<file path="src/rtl/bmi_pkg.sv">
// Shared types and constants for the BMI calculator: FSM states, category
// bit positions, classification thresholds, datapath widths and the
// classification helper used by the top level.
package bmi_pkg;

    // Controller states
    typedef enum logic [1:0] {
        IDLE = 2'd0,
        MUL  = 2'd1,
        DIV  = 2'd2,
        DONE = 2'd3
    } state_t;

    // One-hot category bit positions; bits 6:4 are never set
    localparam int CAT_UNDER  = 0;
    localparam int CAT_NORMAL = 1;
    localparam int CAT_OVER   = 2;
    localparam int CAT_OBESE  = 3;
    localparam int CAT_ERROR  = 7;

    // Lower bounds (BMI x10) of the normal, overweight and obese bands
    localparam int unsigned THR_NORMAL = 185;
    localparam int unsigned THR_OVER   = 250;
    localparam int unsigned THR_OBESE  = 300;

    // weight * SCALE / height^2 yields BMI x10 with height in cm
    localparam int unsigned SCALE    = 100000;
    // One restoring step per quotient bit
    localparam int          DIV_ITER = 25;

    // Datapath widths
    localparam int NUM_W = 25;
    localparam int DEN_W = 16;
    localparam int BMI_W = 16;
    localparam int CAT_W = 8;

    // Map a (saturated) BMI x10 value to the one-hot category vector
    function automatic logic [CAT_W-1:0] classify(input logic [BMI_W-1:0] b,
                                                  input logic            err);
        logic [CAT_W-1:0] c;
        c = '0;
        if (err)
            c[CAT_ERROR] = 1'b1;
        else if (b < BMI_W'(THR_NORMAL))
            c[CAT_UNDER] = 1'b1;
        else if (b < BMI_W'(THR_OVER))
            c[CAT_NORMAL] = 1'b1;
        else if (b < BMI_W'(THR_OBESE))
            c[CAT_OVER] = 1'b1;
        else
            c[CAT_OBESE] = 1'b1;
        return c;
    endfunction

endpackage

</file>
<file path="src/rtl/bmi_divider.sv">
// Sequential restoring divider: N-bit dividend by D-bit divisor, one
// quotient bit per cycle MSB first, N cycles after the start edge.
// A zero divisor is flagged and yields a zero quotient, but the divider
// still runs its full N cycles so the caller sees a constant latency.
module bmi_divider
    import bmi_pkg::*;
#(
    parameter int N = NUM_W,
    parameter int D = DEN_W
) (
    input  logic         clk,
    input  logic         rst_n,
    input  logic         i_start,
    input  logic [N-1:0] i_dividend,
    input  logic [D-1:0] i_divisor,
    output logic [N-1:0] o_quotient,
    output logic         o_done,
    output logic         o_dbz
);

    localparam int CNT_W = $clog2(N);

    logic [CNT_W-1:0] r_cnt;
    logic             r_busy;
    logic             r_dbz;
    logic [N-1:0]     r_quo;
    logic [D-1:0]     r_rem;
    logic [D-1:0]     r_divisor;

    logic [D:0]       w_trial;
    logic [D-1:0]     w_diff;
    logic             w_bit;
    logic [D-1:0]     w_rem_next;
    logic             w_last;

    // Shift the next dividend bit into the partial remainder and try a
    // subtraction; on success the difference always fits back into D bits.
    assign w_trial    = {r_rem, r_quo[N-1]};
    assign w_diff     = w_trial[D-1:0] - r_divisor;
    assign w_bit      = !r_dbz && (w_trial >= {1'b0, r_divisor});
    assign w_rem_next = w_bit ? w_diff : w_trial[D-1:0];
    assign w_last     = (r_cnt == CNT_W'(N - 1));

    // Load operands on start, then iterate one quotient bit per cycle
    always_ff @(posedge clk) begin
        if (!rst_n) begin
            r_busy    <= 1'b0;
            r_cnt     <= '0;
            r_dbz     <= 1'b0;
            r_quo     <= '0;
            r_rem     <= '0;
            r_divisor <= '0;
        end else if (i_start) begin
            r_busy    <= 1'b1;
            r_cnt     <= '0;
            r_dbz     <= (i_divisor == '0);
            r_quo     <= (i_divisor == '0) ? '0 : i_dividend;
            r_rem     <= '0;
            r_divisor <= i_divisor;
        end else if (r_busy) begin
            r_quo <= {r_quo[N-2:0], w_bit};
            r_rem <= w_rem_next;
            if (w_last)
                r_busy <= 1'b0;
            else
                r_cnt <= r_cnt + 1'b1;
        end
    end

    // o_done marks the cycle whose closing edge produces the last bit
    assign o_done     = r_busy && w_last;
    assign o_quotient = r_quo;
    assign o_dbz      = r_dbz;

endmodule

</file>
<file path="src/rtl/bmi.sv">
// BMI calculator top: captures weight/height, forms weight*100000 and
// height^2, divides them with a sequential restoring divider, then
// saturates the quotient to 16 bits and classifies it. Fixed latency:
// done rises 27 clocks after the capturing edge regardless of data.
module bmi
    import bmi_pkg::*;
#(
    parameter int W_BITS = 8,
    parameter int H_BITS = 8
) (
    input  logic              clk,
    input  logic              rst_n,
    input  logic              enable,
    input  logic [W_BITS-1:0] weight,
    input  logic [H_BITS-1:0] height,
    output logic [CAT_W-1:0]  category,
    output logic [BMI_W-1:0]  bmi10,
    output logic              busy,
    output logic              done
);

    state_t             r_state;
    state_t             w_state_next;
    logic               w_busy;
    logic               w_capture;
    logic               w_div_start;

    logic [W_BITS-1:0]  r_weight;
    logic [H_BITS-1:0]  r_height;
    logic [BMI_W-1:0]   r_bmi10;
    logic [CAT_W-1:0]   r_category;
    logic               r_done;

    logic [NUM_W-1:0]   w_num;
    logic [DEN_W-1:0]   w_den;
    logic [NUM_W-1:0]   w_quo;
    logic               w_div_done;
    logic               w_div_dbz;
    logic [BMI_W-1:0]   w_sat;
    logic [BMI_W-1:0]   w_bmi_final;
    logic [CAT_W-1:0]   w_cat;

    // Multiply stage: both products are formed from the captured operands
    // and loaded into the divider at the end of the MUL cycle.
    assign w_num = NUM_W'(r_weight) * NUM_W'(SCALE);
    assign w_den = DEN_W'(r_height) * DEN_W'(r_height);

    bmi_divider #(
        .N (NUM_W),
        .D (DEN_W)
    ) u_divider (
        .clk        (clk),
        .rst_n      (rst_n),
        .i_start    (w_div_start),
        .i_dividend (w_num),
        .i_divisor  (w_den),
        .o_quotient (w_quo),
        .o_done     (w_div_done),
        .o_dbz      (w_div_dbz)
    );

    // Quotients that do not fit in 16 bits clamp to all ones (obese);
    // a zero height reports 0 with only the error bit set.
    assign w_sat       = (|w_quo[NUM_W-1:BMI_W]) ? '1 : w_quo[BMI_W-1:0];
    assign w_bmi_final = w_div_dbz ? '0 : w_sat;
    assign w_cat       = classify(w_sat, w_div_dbz);

    // State register; reset has priority so an enable on a reset edge is dropped
    always_ff @(posedge clk) begin
        if (!rst_n)
            r_state <= IDLE;
        else
            r_state <= w_state_next;
    end

    // Next-state logic and control strobes
    always_comb begin
        w_state_next = r_state;
        w_busy       = 1'b1;
        w_capture    = 1'b0;
        w_div_start  = 1'b0;
        case (r_state)
            IDLE: begin
                w_busy = 1'b0;
                if (enable) begin
                    w_capture    = 1'b1;
                    w_state_next = MUL;
                end
            end
            MUL: begin
                w_div_start  = 1'b1;
                w_state_next = DIV;
            end
            DIV: begin
                if (w_div_done)
                    w_state_next = DONE;
            end
            DONE: begin
                w_state_next = IDLE;
            end
            default: begin
                w_busy       = 1'b0;
                w_state_next = IDLE;
            end
        endcase
    end

    // Operand capture and result registers; results hold until the next DONE
    always_ff @(posedge clk) begin
        if (!rst_n) begin
            r_weight   <= '0;
            r_height   <= '0;
            r_bmi10    <= '0;
            r_category <= '0;
            r_done     <= 1'b0;
        end else begin
            r_done <= 1'b0;
            if (w_capture) begin
                r_weight <= weight;
                r_height <= height;
            end
            if (r_state == DONE) begin
                r_bmi10    <= w_bmi_final;
                r_category <= w_cat;
                r_done     <= 1'b1;
            end
        end
    end

    assign category = r_category;
    assign bmi10    = r_bmi10;
    assign busy     = w_busy;
    assign done     = r_done;

endmodule

</file>
<file path="config.mk">
export PLATFORM = sky130hd
export DESIGN_NAME = bmi
export DESIGN_NICKNAME = d
export VERILOG_FILES = /design/src/rtl/bmi_pkg.sv /design/src/rtl/bmi_divider.sv /design/src/rtl/bmi.sv
export SDC_FILE = /design/constraint.sdc
export NUM_CORES = 1
export LEC_CHECK = 0
export ABC_AREA = 0
export CAP_MARGIN = 20
export CELL_PAD_IN_SITES_DETAIL_PLACEMENT = 0
export CELL_PAD_IN_SITES_GLOBAL_PLACEMENT = 1
export CORE_MARGIN = 2
export CORE_UTILIZATION = 35
export DETAILED_ROUTE_END_ITERATION = 12
export PLACE_DENSITY_LB_ADDON = 0.1
export SYNTH_ARGS = -nofsm -noshare
export SYNTH_HDL_FRONTEND = slang
export SYNTH_HIERARCHICAL = 1
export SYNTH_SLANG_ARGS = --single-unit
</file>
<file path="constraint.sdc">
create_clock -name clk -period 10.72 [get_ports clk]
set_input_delay 2.144 -clock clk [delete_from_list [all_inputs] [get_ports clk]]
set_output_delay 2.144 -clock clk [all_outputs]
set_load 0.01 [all_outputs]
</file>
# Yosys cells after proc, flatten, opt, wreduce, memory -nomap -nowiden
# Index checks and enable logic that the tools add are counted.
# Widths: inputs -> output; s select.
[classes]
addsub = 2
bitwise_logic = 2
multipliers = 2
n_reduce_logical = 10
mux = 25
order_cmp = 4
eq_ne = 6
[op_table]
columns = ["cell", "n"]
rows = [
  ["$mux 25", 3],
  ["$mux 16", 3],
  ["$lt 16x8->1 const B", 2],
  ["$mul 8x12->20 const B", 1],
  ["$ge 17x16->1", 1],
  ["$logic_not 16->1", 1],
  ["$lt 16x9->1 const B", 1],
  ["$mul 8x8->16", 1],
  ["$sub 16x16->16", 1],
  ["$mux 1", 13],
  ["$reduce_or 9->1", 1],
  ["$pmux 2 s4", 1],
  ["$mux 2", 3],
  ["$add 5x1->5 const B", 1],
  ["$eq 5x5->1 const B", 1],
  ["$eq 2x2->1 const B", 2],
  ["$mux 4", 1],
  ["$reduce_and 2->1", 2],
  ["$mux 3", 1],
  ["$eq 2x1->1 const B", 1],
  ["$logic_and 1x1->1", 2],
  ["$logic_not 2->1", 1],
  ["$ne 2x1->1 const B", 1],
  ["$ne 2x2->1 const B", 1],
  ["4 further kinds", 5],
]
[totals]
in_bits = 19
output_inout_bits = 26
elab_cells = 63
regBits = 104

# Longest topological paths before layout
# Gate-level depths: netlist of the first run.
[logic_depth]
depth_word = 7
depth_mapped = 22

# Cells and area by module
# Netlist of the first run, hierarchy kept.
[modules_own_cells]
columns = ["mod", "cells_per_inst", "area_per_inst_um2", "n_inst", "seq_area_each_um2"]
rows = [
  ["bmi", 589, 4956.0, 1, 800.8],
  ["bmi_divider", 462, 3681.0, 1, 1281.2],
]

# Worst setup path after synthesis of the first run
# No wires, ideal clock.
[synth_timing]
path_type = "register -> register"
startpoint = "register r_height[6]"
endpoint = "register u_divider.r_quo[15], in the netlist u_divider/o_quotient[15]"
path_slack_ps = 5639
required_ps = 10650
synth_period_minus_slack_ps = 5081
n_path_buf = 2
setup_time_ps = 70
stages_incl_launch_ff = 20
t_arrival_ps = 5011
cell_sequence = "dfxtp_1 -> clkbuf_1 -> and2_1 -> fa_1 -> fa_1 -> inv_1 -> fa_1 -> fa_1 -> inv_1 -> ha_1 -> a21oi_1 -> o21ai_1 -> a41o_1 -> o41ai_2 -> xnor2_1 -> nor4_1 -> a41oi_1 -> clkbuf_1 -> nand2_1 -> a21oi_1"
[synth_between]
elab_chain_len = 4
[synth_lines]
columns = ["item", "line_no", "text"]
rows = [
  ["from (decl)", "bmi.sv:29", "logic [H_BITS-1:0] r_height;"],
  ["from (signal assigned)", "bmi.sv:120", "r_height <= height;"],
  ["$mul 8x8->16", "bmi.sv:46", "assign w_den = DEN_W'(r_height) * DEN_W'(r_height);"],
  ["named net w_den[14]", "bmi.sv:35", "logic [DEN_W-1:0] w_den;"],
  ["$logic_not 16->1", "bmi_divider.sv:57", "r_quo <= (i_divisor == '0) ? '0 : i_dividend;"],
  ["$mux 25", "bmi_divider.sv:57", ""],
  ["$mux 25", "bmi_divider.sv:53", "end else if (i_start) begin"],
  ["to (signal assigned)", "bmi_divider.sv:57", ""],
  ["to (signal assigned)", "bmi_divider.sv:61", "r_quo <= {r_quo[N-2:0], w_bit};"],
  ["to (decl)", "bmi_divider.sv:26", "logic [N-1:0] r_quo;"],
]
# The timed path passes the listed nets, and every way through them passes these cells.
# A chain may end at the register's enable or synchronous reset.

# Worst setup path in the final report of the first run
[layout_timing]
startpoint = "register r_height[5]"
endpoint = "register u_divider.r_quo[12], in the netlist u_divider/o_quotient[12]"
# Same word-level chain as after synthesis.

==> flow_metrics.py, run 1 <==
metrics = {
    "floorplan": {
        "chipHeight_um": 161.1,
        "start_util": 0.3562,
        "io_pins": 45,
        "die_area_um2": 25950,
        "core_um2": 24250,
        "die_w_um": 161.1,
        "num_rows": 57,
    },
    "synthesis": {
        "synth_top_area_cell": "dfxtp_1",
        "yosys_warnings": 6,
        "synth_top_cell_area_share": 0.2411,
        "synth_most_common_cell": "inv_1",
        "synth-simple-area-share": 0.1917,
        "ys_seq_elements": 104,
        "synthFlopType": "dfxtp_1",
        "async_flop_share": 0,
        "synth-adder-area-share": 0.2402,
        "netlist_instances": 1051,
        "seq_area_frac_synth": 0.2411,
        "synth_compound_area_frac": 0.1704,
        "syn_avg_cell_area_um2": 8.218,
        "synth_edf_count": 0,
        "synth_area_leaders": "dfxtp_1, ha_1, fa_1",
        "synth_top_family_by_area": "adder cells",
        "netlist_area_um2": 8637,
        "synth_xor_xnor_area_share": 0.04056,
        "synth_common_cells": "inv_1, nand2_1, ha_1",
        "synthMuxAreaShare": 0.04172,
        "synth_cell_types": 69,
    },
    "global_route": {
        "antenna_found_initial": 0,
        "grt_start_max_net_pins": 85,
        "grt_pass1_vias": 7000,
        "grtUsageTotal": 0.1723,
        "grt_pass1_wl_um": 36400,
        "overflow": 0,
    },
    "sta": {
        "setup_viol": 0,
        "finalCritPeriodShare": 0.4901,
        "worstMarginPinSlew_ns": 0.9015,
        "relSlewSlack": 0.3954,
        "maxSlewViolCount": 0,
        "finalCriticalPeriod_ns": 5.253,
        "hold_viol_final": 0,
        "fin_tns_setup_ns": 0,
        "finalClockSkew_ns": 0.01862,
        "max_freq_mhz": 190.4,
        "grt_setup_unrepaired": "no",
    },
    "critical_path": {
        "path_cells": "inv_1, nor2_1, fa_1, fa_1, inv_1, fa_1, fa_1, inv_1, ha_1, a21oi_1, o21ai_1, a41o_1, o41ai_2, xnor2_1, nor4_1, a41oi_2, buf_4, nand2_1, a21oi_1",
        "crit_top_cell": "fa_1",
        "max_stage_delay_ns": 0.54,
        "worstRegToRegCells": 19,
        "r2r-end": "u_divider/o_quotient[12]",
        "ff2ff_setup_slack_ns": 5.47,
        "worstSetupPathType": "reg -> reg",
        "cp-end-kind": "register",
        "required_ns": 10.96,
        "critPathMaxFanout": 26,
        "slowest_stage": "fa_1",
        "critPathArrivalTime_ns": 5.50,
        "r2r_start": "r_height[5]",
        "crit_path_start_kind": "register",
    },
    "drt": {
        "drt-pass1-iter-count": 4,
        "detail_route.iter0.violations": 348,
        "wl_per_cell_um": 15.23,
        "num_vias": 7002,
        "ant_nets": 0,
        "drc": 0,
        "viasPerCell": 4.966,
        "drt-total-wl_um": 21470,
    },
    "clock_network": {
        "cts_num_sinks": 104,
        "htreeDepth": 3,
        "ctsRootBufferMaster": "clkbuf_16",
        "numCtsBuffers": 9,
        "cts-resized-gates": 0,
        "cts_hold_buf": 0,
        "cts_tree": "done",
        "cts_max_path_buffers": 2,
        "post_cts_buffers": 0,
        "clk-insertion-delay-late_ns": 0.37,
        "clkSlewWorstSetupHoldPaths_ns": 0.09,
    },
    "layout": {
        "drive_gt1_frac": 0.04788,
        "layout-area-overhead-vs-synth_pct": 12.28,
        "stdcell_area_um2": 9698,
        "antenna_cells": 0,
        "fin_nets": 1243,
    },
    "power": {
        "pwr-share-clk": 0.141,
        "power.internal_uw": 1240,
        "power_switching_uw": 1226,
        "seqPwrFrac": 0.246,
        "swShare": 0.4971,
        "p_leak_uw": 0.004302,
        "power_uw": 2466,
        "power.share.combinational": 0.614,
        "irDropWorstVdd_mv": 0.1235,
        "power_density_nw_per_um2": 254.3,
    },
    "hold_path": {
        "hold_path.class": "reg -> reg",
        "hold_path_depth": 2,
        "min_to": "category[2]",
        "min_from": "category[2]",
    },
    "placed_design": {
        "placed_cell_area_um2": 9387,
        "gp_congestion": 0.7706,
        "hpwl_um": 16260,
        "portBuffers": 41,
    },
    "flow_run": {
        "cap_viol_max_count": 0,
    },
    "run_status": {
        "status": "complete, no violations",
    },
}
## final cells by class
class                   count  area [um2]
clock buffers               9       225.2
clock inverters             7       86.33
fillers                  2608       14550
inverters                 119       446.7
multi-input cells         795        5964
flip-flops and latches    104        2082
well taps                 324       405.4
repair buffers             52       488.0
## state kept, by name, indices dropped and copies added (netlist names)
signal	count
u_divider/r_busy	1
u_divider/o_quotient	25
category	5
u_divider/r_rem	16
bmi10	16
r_height	8
r_weight	8
u_divider/r_divisor	16
u_divider/r_cnt	5
r_state	2
u_divider/o_dbz	1
done	1
## cells by family (layout without fill, tap and decap cells)
kind of cell | Yosys count | after routing
muxes | 36 | 36
adders and majority gates | 143 | 143
other | 1 | 12
AOI/OAI and AO/OA | 228 | 228
and+or+nand+nor | 336 | 336
xor gates and xnor gates | 40 | 40
buffers and inverters | 163 | 187
DFF | 104 | 104
## through the flow
stage	hold WS, ns	utilization	instances	setup slack [ns]
final	0.4562	0.3999	1410	5.467
after global routing	0.4854	0.3999	1410	5.050
after CTS	0.4616	0.3999	1410	5.447
after detailed placement	0.4480	0.3871	1394	5.479
after global placement	0.4469	0.3871	1394	5.588
after floorplan	0.4611	-	1062	5.639
## per-layer routing
metal	vias up	GRT usage	part of all wire
met3	11	0.02619	0.025
met4	0	0.04018	0.014
met2	73	0.2874	0.47
li1	3615	-	-
met5	-	0	0
met1	3303	0.2355	0.49
## cells in the final DEF (no fill, tap or decap), types with 4 or more instances in the layout
master	n
a31oi_1	12
a21boi_0	18
dfxtp_1	104
o21ai_0	70
o21ai_1	7
xnor2_1	27
ha_1	105
fa_1	38
buf_4	11
inv_1	119
a21o_1	10
a21oi_1	54
and3_1	8
nor2_1	72
nand3_1	20
nand4_1	7
conb_1	12
mux2i_1	36
nor4_1	9
and2_1	29
clkbuf_16	9
or3_1	5
clkdlybuf4s50_1	40
nor2b_1	42
o31ai_1	8
nand2b_1	8
xor2_1	13
or2_2	4
nand2_1	106
o21a_1	6
nor3_1	9
## worst max-delay path by stage
stage	startpoint	slack [ns]	depth (start not counted)	endpoint
after floorplan	r_height[6]	5.64	19	u_divider/o_quotient[15]
after detailed placement	r_height[5]	5.48	19	u_divider/o_quotient[12]
final	r_height[5]	5.47	19	u_divider/o_quotient[12]
after global routing	r_height[5]	5.05	19	u_divider/o_quotient[19]
after CTS	r_height[5]	5.45	19	u_divider/o_quotient[12]
after global placement	r_height[5]	5.59	19	u_divider/o_quotient[11]
## power groups by stage
stage | Clock, uW | Sequential, uW | Combinational (uW)
2_1_floorplan | 0 | 576 | 1150
3_3_place_gp | 0 | 615 | 1530
3_5_place_dp | 0 | 613 | 1520
4_1_cts | 362 | 606 | 1530
5_1_grt | 374 | 622 | 1730
6_report | 347 | 606 | 1510
## critical path, delay by kind of cell, from the launching register on
family          cells  cell delay [ns]
buf+inv             4             0.50
simple gates        3             0.62
flops               1             0.47
compound gates      6             0.98
xor+xnor            1             0.13
fa+ha+maj           5             2.41
(Power assumes the default switching activity.)
==> inputs of run 2 (changes only) <==
- clock period: 10.72 -> 5.3 ns (I/O delays scaled with it)
==> run 2 against run 1 <==
Die area unchanged. First-iteration DRC count fell by 2.6%. Total power increased by 100%. Sequential share of layout area fell by 0.079 points. Maximum frequency up 6.0%. Combinational power is 100% higher. Sequential cell count did not move. Design area up 0.67%. Clock skew fell by 0.00060 ns. Sequential power rose by 100%. Critical endpoint is now u_divider/o_quotient[22].
==> flow_metrics.py, run 2 (synthesis gave the netlist of run 1 again) <==
metrics = {
    "sta": {
        "finalCritPeriodShare": 0.9352,
        "hold_viol_final": 0,
        "finalCriticalPeriod_ns": 4.957,
        "worstMarginPinSlew_ns": 0.9057,
        "max_freq_mhz": 201.7,
        "finalClockSkew_ns": 0.01802,
        "timing.hold.ws_ns": 0.4551,
        "fin_tns_setup_ns": 0,
        "setup_viol": 0,
        "relSlewSlack": 0.3925,
        "grt_setup_unrepaired": "no",
        "setup_ws_ns": 0.3434,
        "maxSlewViolCount": 0,
    },
    "layout": {
        "multi_input_area_um2": 5971,
        "seq_area_um2": 2088,
        "final_cell_mix": "inv_1, nand2_1, ha_1",
        "largest_reg_flops": 25,
        "drive_gt1_frac": 0.05775,
        "fillers": 2583,
        "final_common_cell": "inv_1",
        "antenna_cells": 0,
        "layout-area-overhead-vs-synth_pct": 13.04,
        "fin_nets": 1248,
    },
    "global_route": {
        "grtUsageTotal": 0.1710,
        "grt_start_max_net_pins": 84,
        "use_met2": 0.2831,
        "use_met3": 0.02696,
        "grt_pass1_vias": 6898,
        "overflow": 0,
        "busiest_layer": "met2",
        "grt_pass1_wl_um": 35900,
        "antenna_found_initial": 0,
        "grt.met1_usage": 0.2349,
    },
    "drt": {
        "wl_per_cell_um": 15.14,
        "num_vias": 6955,
        "drt-pass1-iter-count": 4,
        "detail_route.iter0.violations": 339,
        "drt-total-wl_um": 21430,
        "drc": 0,
        "viasPerCell": 4.915,
        "ant_nets": 0,
    },
    "clock_network": {
        "cts_hold_buf": 0,
        "htreeDepth": 3,
        "clkSlewWorstSetupHoldPaths_ns": 0.10,
        "cts_max_path_buffers": 2,
        "clk-insertion-delay-late_ns": 0.37,
        "cts-resized-gates": 0,
        "cts_tree": "done",
        "cts_num_sinks": 104,
        "ctsRootBufferMaster": "clkbuf_16",
        "numCtsBuffers": 9,
        "post_cts_buffers": 0,
    },
    "power": {
        "power_density_nw_per_um2": 513.3,
        "irDropWorstVdd_mv": 0.3512,
        "p_leak_uw": 0.004344,
    },
    "floorplan": {
        "die_area_um2": 25950,
        "chipHeight_um": 161.1,
        "die_w_um": 161.1,
        "num_rows": 57,
        "start_util": 0.3562,
        "core_um2": 24250,
        "io_pins": 45,
    },
    "placed_design": {
        "hpwl_um": 16200,
        "place_ws_ns": 0.2204,
        "portBuffers": 41,
        "gp_congestion": 0.7524,
    },
    "critical_path": {
        "critPathMaxFanout": 26,
        "cp-end-kind": "register",
        "crit_path_start_kind": "register",
        "critPathArrivalTime_ns": 5.20,
        "worstSetupPathType": "reg -> reg",
        "required_ns": 5.54,
    },
    "run_status": {
        "status": "complete, no violations",
    },
    "hold_path": {
        "hold_path.class": "reg -> reg",
    },
    "flow_run": {
        "cap_viol_max_count": 0,
    },
}
run 2: layout make-up:
cell class	count	share of cell area
clock buffers	9	0.02307
flip-flops and latches	104	0.2139
well taps	324	0.04152
repair buffers	57	0.05383
inverters	119	0.04575
clock inverters	7	0.01038
multi-input cells	795	0.6116
run 2: stage by stage:
stage,std cells,utilization,total power (uW),instance area (um2)
finish,1415,0.4026,5011,9763
global route,1415,0.4026,5528,9763
CTS,1415,0.4021,5077,9751
detailed placement,1399,0.3886,4319,9424
global placement,1399,0.3886,4338,9424
floorplan,1062,-,3494,8678
run 2: path summary, 6_finish.rpt:
kind | from | endpoint | slack (ns) | depth (start not counted)
setup / recovery | r_height[5] | u_divider/o_quotient[22] | 0.34 | 19
hold / removal | category[2] | category[2] | 0.46 | 2
setup reg to reg | r_height[5] | u_divider/o_quotient[22] | 0.34 | 19
hold reg to reg | category[2] | category[2] | 0.46 | 2
run 2: per-layer routing:
metal,up-vias,routed length (um)
li1,3619,-
met1,3262,10700
met2,60,9868
met3,14,531
met4,0,328
met5,-,0
run 2: worst max-delay path, cell delays in order (launching register included):
cell and delay (ns):
dfxtp_1 0.33, inv_1 0.10, nor2_1 0.19, fa_1 0.47, fa_1 0.54, inv_1 0.05, fa_1 0.50, fa_1 0.54
inv_1 0.04, ha_1 0.35, a21oi_1 0.16, o21ai_1 0.10, a41o_1 0.28, o41ai_2 0.23, xnor2_1 0.14, nor4_2 0.24
a41oi_2 0.14, buf_4 0.26, nand2_1 0.11, a21oi_1 0.06
run 2: power breakdown:
part           internal [uW]  switching (uW)  total, uW  leakage (uW)
clock                    345             373        718      0.000156
sequential               996             217       1210      0.000850
combinational           1190            1890       3080       0.00334
